`config.mk`:
```
export PLATFORM = sky130hd
export DESIGN_NAME = uart_receiver
export DESIGN_NICKNAME = d
export VERILOG_FILES = /design/src/rtl/uart_pkg.sv /design/src/rtl/sync2.sv /design/src/rtl/uart_receiver.sv
export SDC_FILE = /design/constraint.sdc
export NUM_CORES = 1
export LEC_CHECK = 0
export BUFFER_PORTS_ARGS = -buffer_cell sky130_fd_sc_hd__buf_2
export CAP_MARGIN = 20
export CORE_MARGIN = 4
export CORE_UTILIZATION = 32
export CTS_CLUSTER_DIAMETER = 60
export DETAILED_ROUTE_END_ITERATION = 7
export SLEW_MARGIN = 10
export SYNTH_ARGS = -nofsm -noshare
export SYNTH_HDL_FRONTEND = slang
export SYNTH_SLANG_ARGS = --single-unit
```
`constraint.sdc`:
```
create_clock -name CLK -period 1.84 [get_ports CLK]
set_input_delay 0.184 -clock CLK [delete_from_list [all_inputs] [get_ports CLK]]
set_output_delay 0.184 -clock CLK [all_outputs]
set_load 0.1 [all_outputs]
```
`src/rtl/uart_pkg.sv`:
```
// Shared UART definitions used by the receiver and the matching transmitter.
//
// Contents:
//   rx_state_t            - receiver frame-tracking states
//   DEFAULT_COUNT_WIDTH   - width of the bit-period counter
//   DEFAULT_COUNT_MAX     - bit period minus one, in clock cycles (300 MHz / 115200)
//   DEFAULT_HALF_MAX      - start-bit mid-point count (DEFAULT_COUNT_MAX / 2)
// Both ends of the link take their period from here so they always agree.
package uart_pkg;

  typedef enum logic [2:0] {
    IDLE,
    START,
    DATA,
    STOP,
    BREAK
  } rx_state_t;

  localparam int               DEFAULT_COUNT_WIDTH = 12;
  localparam logic [11:0]      DEFAULT_COUNT_MAX   = 12'd2603;
  localparam logic [11:0]      DEFAULT_HALF_MAX    = 12'd1301;

endpackage

```
`src/rtl/sync2.sv`:
```
// Two-flop synchroniser for an asynchronous, idle-high serial line.
//
// Ports:
//   CLK - system clock
//   RST - asynchronous active-high reset; both flops reset to 1 (line idle)
//   d   - asynchronous input
//   q   - synchronised output, two cycles behind d
module sync2 (
  input  logic CLK,
  input  logic RST,
  input  logic d,
  output logic q
);

  logic meta_reg;
  logic q_reg;

  // Reset to 1 so that leaving reset never looks like a falling start edge.
  always_ff @(posedge CLK or posedge RST) begin
    if (RST) begin
      meta_reg <= 1'b1;
      q_reg    <= 1'b1;
    end else begin
      meta_reg <= d;
      q_reg    <= meta_reg;
    end
  end

  assign q = q_reg;

endmodule

```
`src/rtl/uart_receiver.sv`:
```
// 8N1 UART receiver with a one-entry valid/ready holding register.
//
// Ports:
//   CLK       - system clock
//   RST       - asynchronous active-high reset (abandons any frame in flight)
//   in        - serial line, idle high, asynchronous to CLK
//   out[7:0]  - received byte, stable while valid=1 and not consumed
//   valid     - holding register full
//   ready     - consumer takes the byte on a cycle where valid && ready
//   frame_err - one-cycle pulse: stop bit sampled low
//   overrun   - one-cycle pulse: byte completed while the holding register was full
//
// HALF_MAX must be strictly less than COUNT_MAX.
module uart_receiver
  import uart_pkg::*;
#(
  parameter int                     COUNT_WIDTH = DEFAULT_COUNT_WIDTH,
  parameter logic [COUNT_WIDTH-1:0] COUNT_MAX   = COUNT_WIDTH'(DEFAULT_COUNT_MAX),
  parameter logic [COUNT_WIDTH-1:0] HALF_MAX    = COUNT_WIDTH'(DEFAULT_HALF_MAX)
) (
  input  logic       CLK,
  input  logic       RST,
  input  logic       in,
  output logic [7:0] out,
  output logic       valid,
  input  logic       ready,
  output logic       frame_err,
  output logic       overrun
);

  logic rx_s;

  sync2 u_sync2 (
    .CLK (CLK),
    .RST (RST),
    .d   (in),
    .q   (rx_s)
  );

  rx_state_t              state_reg,   state_next;
  logic [COUNT_WIDTH-1:0] count_reg,   count_next;
  logic [2:0]             bit_idx_reg, bit_idx_next;
  logic [7:0]             shift_reg,   shift_next;
  logic                   byte_done;   // stop bit sampled high this cycle
  logic                   stop_bad;    // stop bit sampled low this cycle

  logic [7:0] out_reg;
  logic       valid_reg;
  logic       frame_err_reg;
  logic       overrun_reg;

  always_ff @(posedge CLK or posedge RST) begin
    if (RST) begin
      state_reg   <= IDLE;
      count_reg   <= '0;
      bit_idx_reg <= 3'd0;
      shift_reg   <= 8'd0;
    end else begin
      state_reg   <= state_next;
      count_reg   <= count_next;
      bit_idx_reg <= bit_idx_next;
      shift_reg   <= shift_next;
    end
  end

  always_comb begin
    state_next   = state_reg;
    count_next   = count_reg;
    bit_idx_next = bit_idx_reg;
    shift_next   = shift_reg;
    byte_done    = 1'b0;
    stop_bad     = 1'b0;

    case (state_reg)
      IDLE: begin
        count_next = '0;
        if (!rx_s) state_next = START;
      end

      // Re-check the line half a bit later so a short low glitch is ignored.
      START: begin
        if (count_reg == HALF_MAX) begin
          count_next   = '0;
          bit_idx_next = 3'd0;
          state_next   = rx_s ? IDLE : DATA;
        end else begin
          count_next = count_reg + COUNT_WIDTH'(1);
        end
      end

      // From the start-bit midpoint, every full period lands mid-bit.
      DATA: begin
        if (count_reg == COUNT_MAX) begin
          count_next             = '0;
          shift_next[bit_idx_reg] = rx_s;
          if (bit_idx_reg == 3'd7) state_next = STOP;
          else                     bit_idx_next = bit_idx_reg + 3'd1;
        end else begin
          count_next = count_reg + COUNT_WIDTH'(1);
        end
      end

      // Leaving mid-stop-bit lets a back-to-back start edge be caught on time.
      STOP: begin
        if (count_reg == COUNT_MAX) begin
          count_next = '0;
          if (rx_s) begin
            byte_done  = 1'b1;
            state_next = IDLE;
          end else begin
            stop_bad   = 1'b1;
            state_next = BREAK;
          end
        end else begin
          count_next = count_reg + COUNT_WIDTH'(1);
        end
      end

      // A line held low (break) must not be decoded as a stream of 0x00 frames.
      BREAK: begin
        count_next = '0;
        if (rx_s) state_next = IDLE;
      end

      default: begin
        state_next = IDLE;
        count_next = '0;
      end
    endcase
  end

  // Holding register. A delivery on the same cycle the old byte is consumed
  // replaces it without dropping valid; otherwise a full register drops the
  // new byte and flags overrun.
  always_ff @(posedge CLK or posedge RST) begin
    if (RST) begin
      out_reg       <= 8'd0;
      valid_reg     <= 1'b0;
      frame_err_reg <= 1'b0;
      overrun_reg   <= 1'b0;
    end else begin
      frame_err_reg <= stop_bad;
      overrun_reg   <= 1'b0;
      if (byte_done) begin
        if (!valid_reg || ready) begin
          out_reg   <= shift_reg;
          valid_reg <= 1'b1;
        end else begin
          overrun_reg <= 1'b1;
        end
      end else if (valid_reg && ready) begin
        valid_reg <= 1'b0;
      end
    end
  end

  assign out       = out_reg;
  assign valid     = valid_reg;
  assign frame_err = frame_err_reg;
  assign overrun   = overrun_reg;

endmodule
```
==> results of run 1 <==
worst reg2reg max path: stages, from the launching register on:
cell	delay (ns)
dfrtp_1	0.37
ha_1	0.18
and4bb_2	0.30
nand3_4	0.17
nor4_4	0.33
mux2_2	0.37
logic make-up after synthesis:
kind of cell             Yosys count  share of synthesized area [%]
adder cells (fa/ha/maj)            4                           2.66
XOR/XNOR                          10                           4.66
AO/OA/AOI/OAI                      8                           3.33
multiplexers                      17                           10.2
buffers and inverters             10                           2.59
flip-flops                        39                           52.0
AND/OR/NAND/NOR                   75                           24.6
cells in the mapped netlist (2+ instances only):
cell type and number:
dfrtp_1 37, buf_2 2, ha_1 4, nor4bb_1 4, nor4_1 3, dfstp_2 2, nor3b_1 3, inv_1 4
and4_1 2, xor2_1 8, mux2_2 17, nand3_1 8, nand4_1 6, nor2_1 21, nand2_1 10, xnor2_1 2
and3_1 3, clkbuf_1 2, o21ai_0 2
layer usage:
layer  vias up  wire length, um  share of wire [%]
met5         -                0                  0
met4         0               53                1.4
met3         4               95                2.5
met2        18             1720                 46
met1       674             1870                 50
li1        675                -                  -
repair_timing:
action | 4_1_cts | 5_1_grt
endpoints found under the hold margin | 1 | 0
setup endpoints to repair | 1 | 26
buffers inserted | 0 | 4
hold buffers | 1 | 0
pin swaps | 0 | 5
gates cloned | 0 | 1
resized for setup | 1 | 16
area by class of cell:
type,instances,share of cell area (%)
multi-input combinational,114,38.2
inverter,4,0.614
timing repair buffer,44,12.7
clock inverter,2,1.43
sequential,39,40.0
clock buffer,6,3.38
tap,72,3.68
worst max path at each step:
stage / startpoint / endpoint / slack, ns / cells past startpoint
global placement: count_reg[1]$_DFF_PP0_ / shift_reg[4]$_DFFE_PP0P_ / 0.004 / 5
detailed placement: count_reg[1]$_DFF_PP0_ / shift_reg[4]$_DFFE_PP0P_ / -0.001 / 5
finish: count_reg[1]$_DFF_PP0_ / shift_reg[4]$_DFFE_PP0P_ / 0.01 / 5
global route: state_reg[2]$_DFFE_PP0P_ / shift_reg[0]$_DFFE_PP0P_ / -0.08 / 4
floorplan: state_reg[2]$_DFFE_PP0P_ / shift_reg[0]$_DFFE_PP0P_ / -0.004 / 5
CTS: count_reg[1]$_DFF_PP0_ / out[2]$_DFFE_PP0P_ / 0.004 / 6
per-stage QoR:
| step | setup TNS (ns) | cell area [um^2] | setup slack, ns |
|---|---|---|---|
| 2_1_floorplan | -0.00440 | 1880 | -0.00440 |
| 3_3_place_gp | 0 | 2200 | 0.00449 |
| 3_5_place_dp | -0.00107 | 2200 | -0.00107 |
| 4_1_cts | 0 | 2330 | 0.00402 |
| 5_1_grt | -0.936 | 2440 | -0.0752 |
| 6_report | 0 | 2440 | 0.0137 |
power by group through the flow:
stage	logic [uW]	registers, uW	clock network, uW
6_report	29.9	862	730
5_1_grt	36.1	862	790
4_1_cts	31.6	861	753
3_5_place_dp	30.1	878	0
3_3_place_gp	29.5	879	0
2_1_floorplan	17.0	878	0
==> flow_summary.toml, run 1 <==
[power]
p_total_uw = 1620
ir_drop_mv = 0.336
p_sw_uw = 314
p_int_uw = 1310
switching_share_pct = 19.4
power_frac_seq_pct = 53.1
leakagePower_uw = 0.00117
p_comb_share_pct = 1.8
power.density_mw_per_mm2 = 663
p_clk_share_pct = 45.0

[route]
wl_per_cell_um = 13.3
drt_iter0_drc = 93
vias = 1371
drc = 0
routed_wirelength_um = 3740
antenna_left = 0
avgViaCountPerCell = 4.88
first_pass_iters = 4

[timing]
finalCriticalPeriod_ns = 1.83
fin_skew_ns = 0.00522
max_slew_margin_pct = 67.2
final_max_slew_viol_count = 0
hold_ws_ns = 0.00305
finalSetupViolCount = 0
max_freq_ghz = 0.548
fin_crit_sh_pct = 99.3
worst_slew_pin_slew_ns = 0.492
rsz0062_at_grt = "yes"
hold_viol_final = 0

[clock_network]
cts_tree = "built"
cts_buffer_depth = 2
path_clk_slew_ns = 0.08
clock_latency_ns = 0.29
cts_buffers = 5
htree_levels = 2
root_buffer = "clkbuf_8"
clock-sinks = 39

[global_routing]
track_usage_pct = 10.8
met1_usage_pct = 14.2
grt_pass1_wl_um = 6090
grt_pass1_vias = 1348
antenna_found_initial = 0
grtUsageMet2_pct = 16.9
grt_overflow = 0
use_met3_pct = 2.65
grt_start_max_net_pins = 40
grt_most_used_layer = "met2"

[synthesis]
synth-edff-count = 0
syn-mean-instance-area_um2 = 11.5
syn-num-nets = 171
synth_cells = 163
yosysUniqueCellTypes = 42
synthFlopType = "dfrtp_1"
synth-seq-cells = 39
synth_area_leaders = "dfrtp_1, mux2_2, nor2_1"
ys_seq_area_share_pct = 52.0
async_flop_share_pct = 100
synth_top_area_cell = "dfrtp_1"
yosysWarnings = 0
synth_area_mm2 = 0.00188
synth_top_area_share_pct = 49.2

[placed_design]
gp_congestion = 0.780
dp_hpwl_um = 2500
io_buffers = 14
dpl.cell_count = 267

[floorplan]
start_util_pct = 33.5
die_area_mm2 = 0.00717
core_mm2 = 0.00561
num_rows = 27
die_h_um = 84.7
io_pins = 15
die_x_um = 84.7

[layout]
drive_gt1_share_pct = 40.2
nets = 216
mostFrequentLayoutCells = "dfrtp_1, buf_4, nor2_1, mux2_2, buf_2"
seqCellArea_um2 = 978
largest_register_ffs = 12
fin_cells = 281
final_common_cell = "dfrtp_1"
postLayoutCoreUtil_pct = 43.6
fillers = 551
multi_input_area_um2 = 933
area_growth_pct = 30.0
num_antenna_cells = 0

[worst_setup_path]
crit_fanout = 8
worstSetupEndpointType = "flip-flop"
critical_path_class = "flip-flop to flip-flop"
cp_data_arrival_time_ns = 2.00
timing.rr.end = "shift_reg[4]$_DFFE_PP0P_"
cp_cell_sequence = "ha_1, and4bb_2, nand3_4, nor4_4, mux2_2"
r2r_cells = 5
crit_path_max_incr_delay_ns = 0.37
r2r-start = "count_reg[1]$_DFF_PP0_"
slowest_stage = "dfrtp_1"
cp-start-kind = "flip-flop"
path_delay_family = "simple AND/OR/NAND/NOR gates"
path_buf_inv = 0
required_ns = 2.01
r2r_slack_ns = 0.01

[run_status]
outcome = "complete, no violations"

[flow_run]
cap_violations = 0

[min_path]
min_path_type = "input port to async pin"
No activity file was read; power rests on OpenSTA's default activity.
==> run 2: changes to the inputs <==
--- a/config.mk
+++ b/config.mk
@@ -12,4 +12,5 @@
 export CTS_CLUSTER_DIAMETER = 60
 export DETAILED_ROUTE_END_ITERATION = 7
+export SETUP_SLACK_MARGIN = 0.05
 export SLEW_MARGIN = 10
 export SYNTH_ARGS = -nofsm -noshare
==> constraint.sdc (replaced) <==
create_clock -name CLK -period 1.84 [get_ports CLK]
set_input_delay 0.368 -clock CLK [delete_from_list [all_inputs] [get_ports CLK]]
set_output_delay 0.368 -clock CLK [all_outputs]
set_load 0.1 [all_outputs]
==> run 2 against run 1 <==
- clock power fell by 22%
- largest cell class unchanged
- highest routed layer unchanged
- critical path type unchanged
- maximum frequency rose by 0.66%
- worst setup slack improved by 0.012 ns
- largest power group unchanged
- first-iteration DRC count fell by 32%
- die area did not move
==> flow_summary.toml, run 2 (same netlist as run 1, synthesis figures left out) <==
[min_path]
min_path_cells = 1
holdCritStartpoint = "in"
min_path_type = "input port to flip-flop"
hold_end = "u_sync2.meta_reg$_DFF_PP1_"

[floorplan]
die_area_mm2 = 0.00717
io_pins = 15
start_util_pct = 33.5
die_h_um = 84.7
die_x_um = 84.7
core_mm2 = 0.00561
num_rows = 27

[placed_design]
dpl.cell_count = 262
dp_slack_ns = 0.0353
gp_congestion = 0.817
io_buffers = 14
dp_hpwl_um = 2530

[global_routing]
grt_pass1_wl_um = 6400
grt_overflow = 0
antenna_found_initial = 0
grt_pass1_vias = 1352
track_usage_pct = 11.3
grt_start_max_net_pins = 40

[worst_setup_path]
slowest_stage = "dfrtp_1"
worstSetupEndpointType = "flip-flop"
r2r-start = "count_reg[1]$_DFF_PP0_"
crit_fanout = 7
r2r_cells = 5
critical_path_class = "flip-flop to flip-flop"
crit_path_max_incr_delay_ns = 0.39
cp_data_arrival_time_ns = 2.00
required_ns = 2.02
cp_cell_sequence = "ha_1, and4bb_2, nand3_4, nor4_2, mux2_2"
timing.rr.end = "shift_reg[4]$_DFFE_PP0P_"
r2r_slack_ns = 0.03
cp-start-kind = "flip-flop"

[clock_network]
path_clk_slew_ns = 0.08
clock_latency_ns = 0.29
cts_buffer_depth = 2
htree_levels = 2
root_buffer = "clkbuf_8"
cts_buffers = 5
cts_tree = "built"
cts_hold_buf = 0
clock-sinks = 39

[timing]
final_max_slew_viol_count = 0
max_slew_margin_pct = 66.9
finalCriticalPeriod_ns = 1.81
fin_crit_sh_pct = 98.6
hold_viol_final = 0
finalSetupViolCount = 0
finalWorstSetupSlack_ns = 0.0256
max_freq_ghz = 0.551
worst_slew_pin_slew_ns = 0.497
rsz0062_at_grt = "yes"
fin_skew_ns = 0.00229

[layout]
num_antenna_cells = 0
fin_cells = 274
postLayoutCoreUtil_pct = 42.7
final_common_cell = "dfrtp_1"
area_growth_pct = 27.4
largest_register_ffs = 12
drive_gt1_share_pct = 41.6
mostFrequentLayoutCells = "dfrtp_1, buf_4, nor2_1, buf_2, mux2_2"
fillers = 558
nets = 209

[route]
antenna_left = 0
first_pass_iters = 3
avgViaCountPerCell = 4.91
drc = 0
vias = 1345
wl_per_cell_um = 14.0
routed_wirelength_um = 3840
drt_iter0_drc = 63

[flow_run]
cap_violations = 0

[run_status]
outcome = "complete, no violations"

[power]
leakagePower_uw = 0.00112
p_total_uw = 1460
power.density_mw_per_mm2 = 610
ir_drop_mv = 0.282
## run 2: worst max path at each step
stage | end | depth (start not counted) | from | slack [ns]
floorplan | shift_reg[0]$_DFFE_PP0P_ | 5 | state_reg[2]$_DFFE_PP0P_ | -0.004
global placement | shift_reg[0]$_DFFE_PP0P_ | 4 | state_reg[2]$_DFFE_PP0P_ | 0.06
detailed placement | shift_reg[4]$_DFFE_PP0P_ | 5 | count_reg[1]$_DFF_PP0_ | 0.04
CTS | bit_idx_reg[0]$_DFFE_PP0P_ | 6 | count_reg[1]$_DFF_PP0_ | 0.02
global route | out[3]$_DFFE_PP0P_ | 6 | count_reg[1]$_DFF_PP0_ | -0.07
finish | shift_reg[4]$_DFFE_PP0P_ | 5 | count_reg[1]$_DFF_PP0_ | 0.03
## run 2: per-layer routing
metal	GRT usage (%)	up-vias	share of wire, %
li1	-	660	-
met2	16.9	16	47
met4	5.18	0	2.1
met5	0	-	0
met3	2.94	7	2.8
met1	15.3	662	48
## run 2: area by class of cell
cell class | instances | area (um^2) | share of cell area, %
inverters | 4 | 15.0 | 0.627
multi-input cells | 114 | 963 | 40.2
well taps | 72 | 90.1 | 3.76
clock inverters | 2 | 12.5 | 0.522
flip-flops and latches | 39 | 980 | 40.9
repair buffers | 37 | 263 | 11.0
clock buffers | 6 | 72.6 | 3.03
## run 2: worst max-delay path: cells and delay by family (launching register included)
| kind | cells | cell delay (ns) |
|---|---|---|
| adders and majority gates | 1 | 0.18 |
| DFF | 1 | 0.39 |
| muxes | 1 | 0.36 |
| and+or+nand+nor | 3 | 0.78 |
## run 2: where the power goes
part	switching [uW]	internal [uW]
sequential	1.30	860
clock	306	265
combinational	22.8	6.44
## run 2: timing repair
action,CTS,global route
setup buffers,0,3
endpoints found under the hold margin,0,0
setup endpoints to repair,13,29
gates cloned,0,1
gates resized for setup,3,26
pin swaps,0,8
## run 2: through the flow
step / setup TNS [ns] / instance area, um^2 / hold slack, ns
2_1_floorplan: -0.00434 / 1880 / 0.345
3_3_place_gp: 0 / 2160 / 0.350
5_1_grt: -0.873 / 2400 / 0.154
4_1_cts: 0 / 2260 / 0.160
6_report: 0 / 2400 / 0.170
3_5_place_dp: 0 / 2160 / 0.349
